===== src/rtl/core_initiator_if.sv =====
// Command/response and core-bus signals of core_initiator, grouped for port connection.
// The master modport is the initiator's view; slave is the command issuer plus the core.
interface core_initiator_if;
  logic        cmd_valid;
  logic        cmd_ready;
  logic        cmd_we;
  logic [7:0]  cmd_address;
  logic [31:0] cmd_wdata;
  logic        rsp_valid;
  logic [31:0] rsp_rdata;
  logic        rsp_error;
  logic        bus_cs;
  logic        bus_we;
  logic [7:0]  bus_address;
  logic [31:0] bus_write_data;
  logic [31:0] bus_read_data;
  logic        bus_ready;
  logic        busy;

  modport master (
    input  cmd_valid, cmd_we, cmd_address, cmd_wdata, bus_read_data, bus_ready,
    output cmd_ready, rsp_valid, rsp_rdata, rsp_error,
           bus_cs, bus_we, bus_address, bus_write_data, busy
  );

  modport slave (
    output cmd_valid, cmd_we, cmd_address, cmd_wdata, bus_read_data, bus_ready,
    input  cmd_ready, rsp_valid, rsp_rdata, rsp_error,
           bus_cs, bus_we, bus_address, bus_write_data, busy
  );
endinterface


===== src/rtl/core_initiator.sv =====
// Single-outstanding register-bus initiator: one command -> one chip-select access
// (with wait-state timeout) -> one-cycle response strobe.
module core_initiator #(
  parameter int unsigned TIMEOUT_CYCLES = 16
) (
  input logic             clk,
  input logic             reset,
  core_initiator_if.master ifc
);

  typedef enum logic [1:0] {IDLE, ACCESS, RESP} state_t;

  localparam logic [7:0] CNT_LAST = 8'(TIMEOUT_CYCLES - 1);

  state_t      state_q, state_d;
  logic [7:0]  cnt_q, cnt_d;
  logic        cs_q, cs_d;
  logic        we_q, we_d;
  logic [7:0]  addr_q, addr_d;
  logic [31:0] wdata_q, wdata_d;
  logic        rvalid_q, rvalid_d;
  logic [31:0] rdata_q, rdata_d;
  logic        rerr_q, rerr_d;

  always_ff @(posedge clk) begin
    if (reset) begin
      state_q  <= IDLE;
      cnt_q    <= '0;
      cs_q     <= 1'b0;
      we_q     <= 1'b0;
      addr_q   <= '0;
      wdata_q  <= '0;
      rvalid_q <= 1'b0;
      rdata_q  <= '0;
      rerr_q   <= 1'b0;
    end else begin
      state_q  <= state_d;
      cnt_q    <= cnt_d;
      cs_q     <= cs_d;
      we_q     <= we_d;
      addr_q   <= addr_d;
      wdata_q  <= wdata_d;
      rvalid_q <= rvalid_d;
      rdata_q  <= rdata_d;
      rerr_q   <= rerr_d;
    end
  end

  // bus_ready wins over the timeout when both hit on the same edge
  always_comb begin
    state_d = state_q;
    cnt_d   = cnt_q;
    unique case (state_q)
      IDLE: begin
        if (ifc.cmd_valid) begin
          state_d = ACCESS;
          cnt_d   = '0;
        end
      end
      ACCESS: begin
        if (ifc.bus_ready) begin
          state_d = RESP;
        end else begin
          cnt_d = cnt_q + 8'd1;
          if (cnt_q == CNT_LAST) state_d = RESP;
        end
      end
      RESP:    state_d = IDLE;
      default: state_d = IDLE;
    endcase
  end

  always_comb begin
    ifc.cmd_ready = (state_q == IDLE);
    ifc.busy      = (state_q != IDLE);

    cs_d     = (state_d == ACCESS);
    rvalid_d = (state_q == ACCESS) && (state_d == RESP);
    addr_d   = addr_q;
    wdata_d  = wdata_q;
    we_d     = cs_d ? we_q : 1'b0;
    rdata_d  = rdata_q;
    rerr_d   = rerr_q;

    if (state_q == IDLE && ifc.cmd_valid) begin
      addr_d  = ifc.cmd_address;
      wdata_d = ifc.cmd_wdata;
      we_d    = ifc.cmd_we;
    end

    if (rvalid_d) begin
      rerr_d  = !ifc.bus_ready;
      rdata_d = (ifc.bus_ready && !we_q) ? ifc.bus_read_data : '0;
    end
  end

  assign ifc.bus_cs         = cs_q;
  assign ifc.bus_we         = we_q;
  assign ifc.bus_address    = addr_q;
  assign ifc.bus_write_data = wdata_q;
  assign ifc.rsp_valid      = rvalid_q;
  assign ifc.rsp_rdata      = rdata_q;
  assign ifc.rsp_error      = rerr_q;

endmodule


===== src/flat_wrapper.sv =====
// flat-port wrapper written by rule: the top's interface ports become plain ports
module core_initiator_flat 
#(
  parameter int unsigned TIMEOUT_CYCLES = 16
)
  (clk, reset, ifc_cmd_valid, ifc_cmd_we, ifc_cmd_address, ifc_cmd_wdata, ifc_bus_read_data, ifc_bus_ready, ifc_cmd_ready, ifc_rsp_valid, ifc_rsp_rdata, ifc_rsp_error, ifc_bus_cs, ifc_bus_we, ifc_bus_address, ifc_bus_write_data, ifc_busy);
  core_initiator_if ifc_i ();
  input logic clk;
  input logic reset;
  input wire logic [$bits(ifc_i.cmd_valid)-1:0] ifc_cmd_valid;
  input wire logic [$bits(ifc_i.cmd_we)-1:0] ifc_cmd_we;
  input wire logic [$bits(ifc_i.cmd_address)-1:0] ifc_cmd_address;
  input wire logic [$bits(ifc_i.cmd_wdata)-1:0] ifc_cmd_wdata;
  input wire logic [$bits(ifc_i.bus_read_data)-1:0] ifc_bus_read_data;
  input wire logic [$bits(ifc_i.bus_ready)-1:0] ifc_bus_ready;
  output wire logic [$bits(ifc_i.cmd_ready)-1:0] ifc_cmd_ready;
  output wire logic [$bits(ifc_i.rsp_valid)-1:0] ifc_rsp_valid;
  output wire logic [$bits(ifc_i.rsp_rdata)-1:0] ifc_rsp_rdata;
  output wire logic [$bits(ifc_i.rsp_error)-1:0] ifc_rsp_error;
  output wire logic [$bits(ifc_i.bus_cs)-1:0] ifc_bus_cs;
  output wire logic [$bits(ifc_i.bus_we)-1:0] ifc_bus_we;
  output wire logic [$bits(ifc_i.bus_address)-1:0] ifc_bus_address;
  output wire logic [$bits(ifc_i.bus_write_data)-1:0] ifc_bus_write_data;
  output wire logic [$bits(ifc_i.busy)-1:0] ifc_busy;
  assign ifc_i.cmd_valid = ifc_cmd_valid;
  assign ifc_i.cmd_we = ifc_cmd_we;
  assign ifc_i.cmd_address = ifc_cmd_address;
  assign ifc_i.cmd_wdata = ifc_cmd_wdata;
  assign ifc_i.bus_read_data = ifc_bus_read_data;
  assign ifc_i.bus_ready = ifc_bus_ready;
  assign ifc_cmd_ready = ifc_i.cmd_ready;
  assign ifc_rsp_valid = ifc_i.rsp_valid;
  assign ifc_rsp_rdata = ifc_i.rsp_rdata;
  assign ifc_rsp_error = ifc_i.rsp_error;
  assign ifc_bus_cs = ifc_i.bus_cs;
  assign ifc_bus_we = ifc_i.bus_we;
  assign ifc_bus_address = ifc_i.bus_address;
  assign ifc_bus_write_data = ifc_i.bus_write_data;
  assign ifc_busy = ifc_i.busy;
  core_initiator #(.TIMEOUT_CYCLES(TIMEOUT_CYCLES)) u_core (.clk(clk), .reset(reset), .ifc(ifc_i));
endmodule

===== config.mk =====
export PLATFORM = sky130hd
export DESIGN_NAME = core_initiator_flat
export DESIGN_NICKNAME = d
export VERILOG_FILES = /design/src/rtl/core_initiator_if.sv /design/src/rtl/core_initiator.sv /design/src/flat_wrapper.sv
export SDC_FILE = /design/constraint.sdc
export NUM_CORES = 1
export LEC_CHECK = 0
export BUFFER_PORTS_ARGS = -buffer_cell sky130_fd_sc_hd__clkbuf_2
export CAP_MARGIN = 20
export CORE_MARGIN = 2
export CORE_UTILIZATION = 45
export DETAILED_ROUTE_END_ITERATION = 16
export PLACE_DENSITY = 0.8
export SLEW_MARGIN = 20
export SYNTH_ARGS = -nofsm -noshare
export SYNTH_HDL_FRONTEND = slang
export SYNTH_SLANG_ARGS = --single-unit

===== constraint.sdc =====
create_clock -name clk -period 2.2 [get_ports clk]
set_input_delay 0.44 -clock clk [delete_from_list [all_inputs] [get_ports clk]]
set_output_delay 0.44 -clock clk [all_outputs]
set_load 0.05 [all_outputs]

==> results.json <==
{
  "status": "finished clean",
  "dieArea_um2": 7230,
  "cts_root_buf": "clkbuf_8",
  "dr.pass1.iters": 6,
  "cts_resized": 0,
  "vias_per_cell": 4.98,
  "route.detailed.drc": 0,
  "p_sw_mw": 1.06,
  "antenna_cells": 0,
  "wl_met2_mm": 3.25,
  "dp_hpwl_mm": 5.06,
  "dp_worst_setup_slack_ns": 0.454,
  "setup_viol": 0,
  "mostFrequentLayoutCells": "154 x clkbuf_2, 86 x dfxtp_1, 83 x nand2_1, 43 x a21oi_1, 32 x a22o_1",
  "dp_cells": 531,
  "slew_viol_final": 0,
  "crit_arrival_ns": 1.36,
  "dr_wl_met3_um": 691,
  "drt_iter0_markers": 52,
  "power.leakage_nw": 1.86,
  "synth_fp_nets": 393,
  "coreArea_um2": 6350,
  "crit_path_start_kind": "flop",
  "ir_worst_vdd_mv": 0.554,
  "drive_gt1_frac": 0.389,
  "maxCapViolCount": 0,
  "crit_type": "flop to output pin",
  "area_growth_pct": 35.2,
  "clock-skew-final_ns": 0.0102,
  "ys_seq_area_frac": 0.583,
  "wl_per_cell_um": 13.0,
  "hp-class": "primary input to flop",
  "drt-total-wl_mm": 7.09,
  "clkSinkCount": 86,
  "cts_buffers": 9,
  "cts_tree": "yes",
  "max_slew.worst_pin.slew_ns": 0.547,
  "grt_max_degree": 49,
  "synth_area_um2": 2960,
  "maxSlewHeadroom": 0.633,
  "finalSetupTns_ns": 0,
  "rsz0062_at_grt": "false",
  "gr-usage-all-layers": 0.197,
  "routabilityCongestion": 0.838,
  "synthesis.instances": 315,
  "io_buffers": 154,
  "fin_crit_ns": 1.80,
  "start_util": 0.465,
  "die_y_um": 85.0,
  "grt-ovfl-total": 0,
  "cp-end-kind": "output pin",
  "grt_pass1_vias": 2562,
  "ys_seq_elements": 86,
  "regArea_um2": 1720,
  "multi_input_area_um2": 1160,
  "postSynthAreaPerCell_um2": 9.38,
  "critPathRequiredTime_ns": 1.76,
  "fin_nets": 543,
  "layout_commonest_cell": "clkbuf_2",
  "fill_cells": 543,
  "maxUsedRoutingLayer": "met4",
  "critPathMaxFanout": 6,
  "final_antenna_net_count": 0,
  "grt_pass1_wl_mm": 11.6,
  "yosys.area.top_type_share": 0.583,
  "hold_buffers": 0,
  "synth.largest_area_cell": "dfxtp_1",
  "antenna_found_initial": 0,
  "min_period_over_period": 0.818,
  "hold_viol": 0,
  "clk_pin_slew_ns": 0.09,
  "p_clk_frac": 0.296,
  "yosysUniqueCellTypes": 30,
  "max_freq_ghz": 0.556,
  "ios": 155,
  "h-tree-depth": 3,
  "pwr-share-comb": 0.193,
  "post_cts_buffers": 0,
  "vias": 2724,
  "p_seq_frac": 0.511,
  "die_x_um": 85.0,
  "clock_latency_ns": 0.34,
  "switching_share": 0.321,
  "synth.area.top_cells": "dfxtp_1 58%, nand2_1 11%, a22o_1 9.5%",
  "cts_buffer_depth": 2,
  "p_per_area_nw_per_um2": 822,
  "setup_ws_ns": 0.401,
  "yosysWarnings": 0,
  "hold_ws_ns": 0.310,
  "fin_cells": 547,
  "intPower_mw": 2.23,
  "m1WireLength_mm": 3.06,
  "rows": 29
}
[registers in the layout (all words and copies together) (netlist names)]
signal and count:
u_core.ifc.bus_write_data 32, u_core.ifc.rsp_rdata 32, u_core.cnt_q 8, u_core.ifc.bus_address 8
u_core.state_q 2, u_core.ifc.bus_cs 1, u_core.ifc.bus_we 1, u_core.ifc.rsp_error 1
u_core.ifc.rsp_valid 1
[metal layers]
layer | up-vias | global-route usage
li1 | 1381 | -
met1 | 1208 | 0.242
met2 | 126 | 0.318
met3 | 9 | 0.0671
met4 | 0 | 0.0779
met5 | - | 0
[power groups by stage]
stage	registers, mW	clock network (mW)	logic [mW]
floorplan	1.98	0	0.180
global placement	1.71	0	0.630
detailed placement	1.71	0	0.639
CTS	1.68	1.01	0.641
global route	1.69	1.07	0.679
finish	1.68	0.971	0.635
[cell usage after synthesis]
master     count
a2111oi_4      1
a211oi_1       3
a21oi_1       43
a22o_1        32
a22oi_1        1
a32oi_1        1
and2b_1        1
and4_1         1
buf_1          2
buf_2          4
clkbuf_1      16
dfxtp_1       86
ha_1           1
inv_1          1
nand2_1       83
nand2b_1       1
nand3_1        3
nand4_1        1
nor2_1        15
nor3_2         1
nor3b_1        2
nor4_1         1
o2111ai_1      2
o21ai_0        2
o31ai_2        1
or2_2          2
or3b_1         1
or3b_4         1
xnor2_1        3
xor2_1         3
[kinds of logic after synthesis]
group,Yosys count,synth area share
xor gates and xnor gates,6,0.0178
adders and majority gates,1,0.00423
buffers and inverters,23,0.0309
DFF,86,0.583
and+or+nand+nor,113,0.161
AOI/OAI and AO/OA,86,0.204
[path summary, 6_finish.rpt]
check	from	endpoint	slack (ns)	cells past startpoint
max	u_core.state_q[1]	ifc_cmd_ready	0.40	3
min	ifc_bus_read_data[14]	u_core.ifc.rsp_rdata[14]	0.31	2
max reg2reg	u_core.cnt_q[4]	u_core.ifc.rsp_rdata[26]	0.52	5
min reg2reg	u_core.ifc.bus_write_data[4]	u_core.ifc.bus_write_data[4]	0.46	2
[critical path, stage by stage, from the launching register on]
cell and delay (ns):
dfxtp_1 0.37, or2_2 0.33, inv_1 0.06, clkbuf_2 0.26
[metrics by stage]
step	util	cell area [um2]	total power, mW
2_1_floorplan	-	2960	2.16
3_5_place_dp	0.602	3820	2.35
4_1_cts	0.629	4000	3.32
6_report	0.629	4000	3.28
3_3_place_gp	0.602	3820	2.34
5_1_grt	0.629	4000	3.44
[area by class of cell]
cell class	count	area share
sequential	86	0.431
multi-input combinational	206	0.291
timing repair buffer	161	0.209
clock buffer	10	0.0319
tap	77	0.0241
clock inverter	6	0.0119
inverter	1	0.000940
No activity file was read; power rests on OpenSTA's default activity.
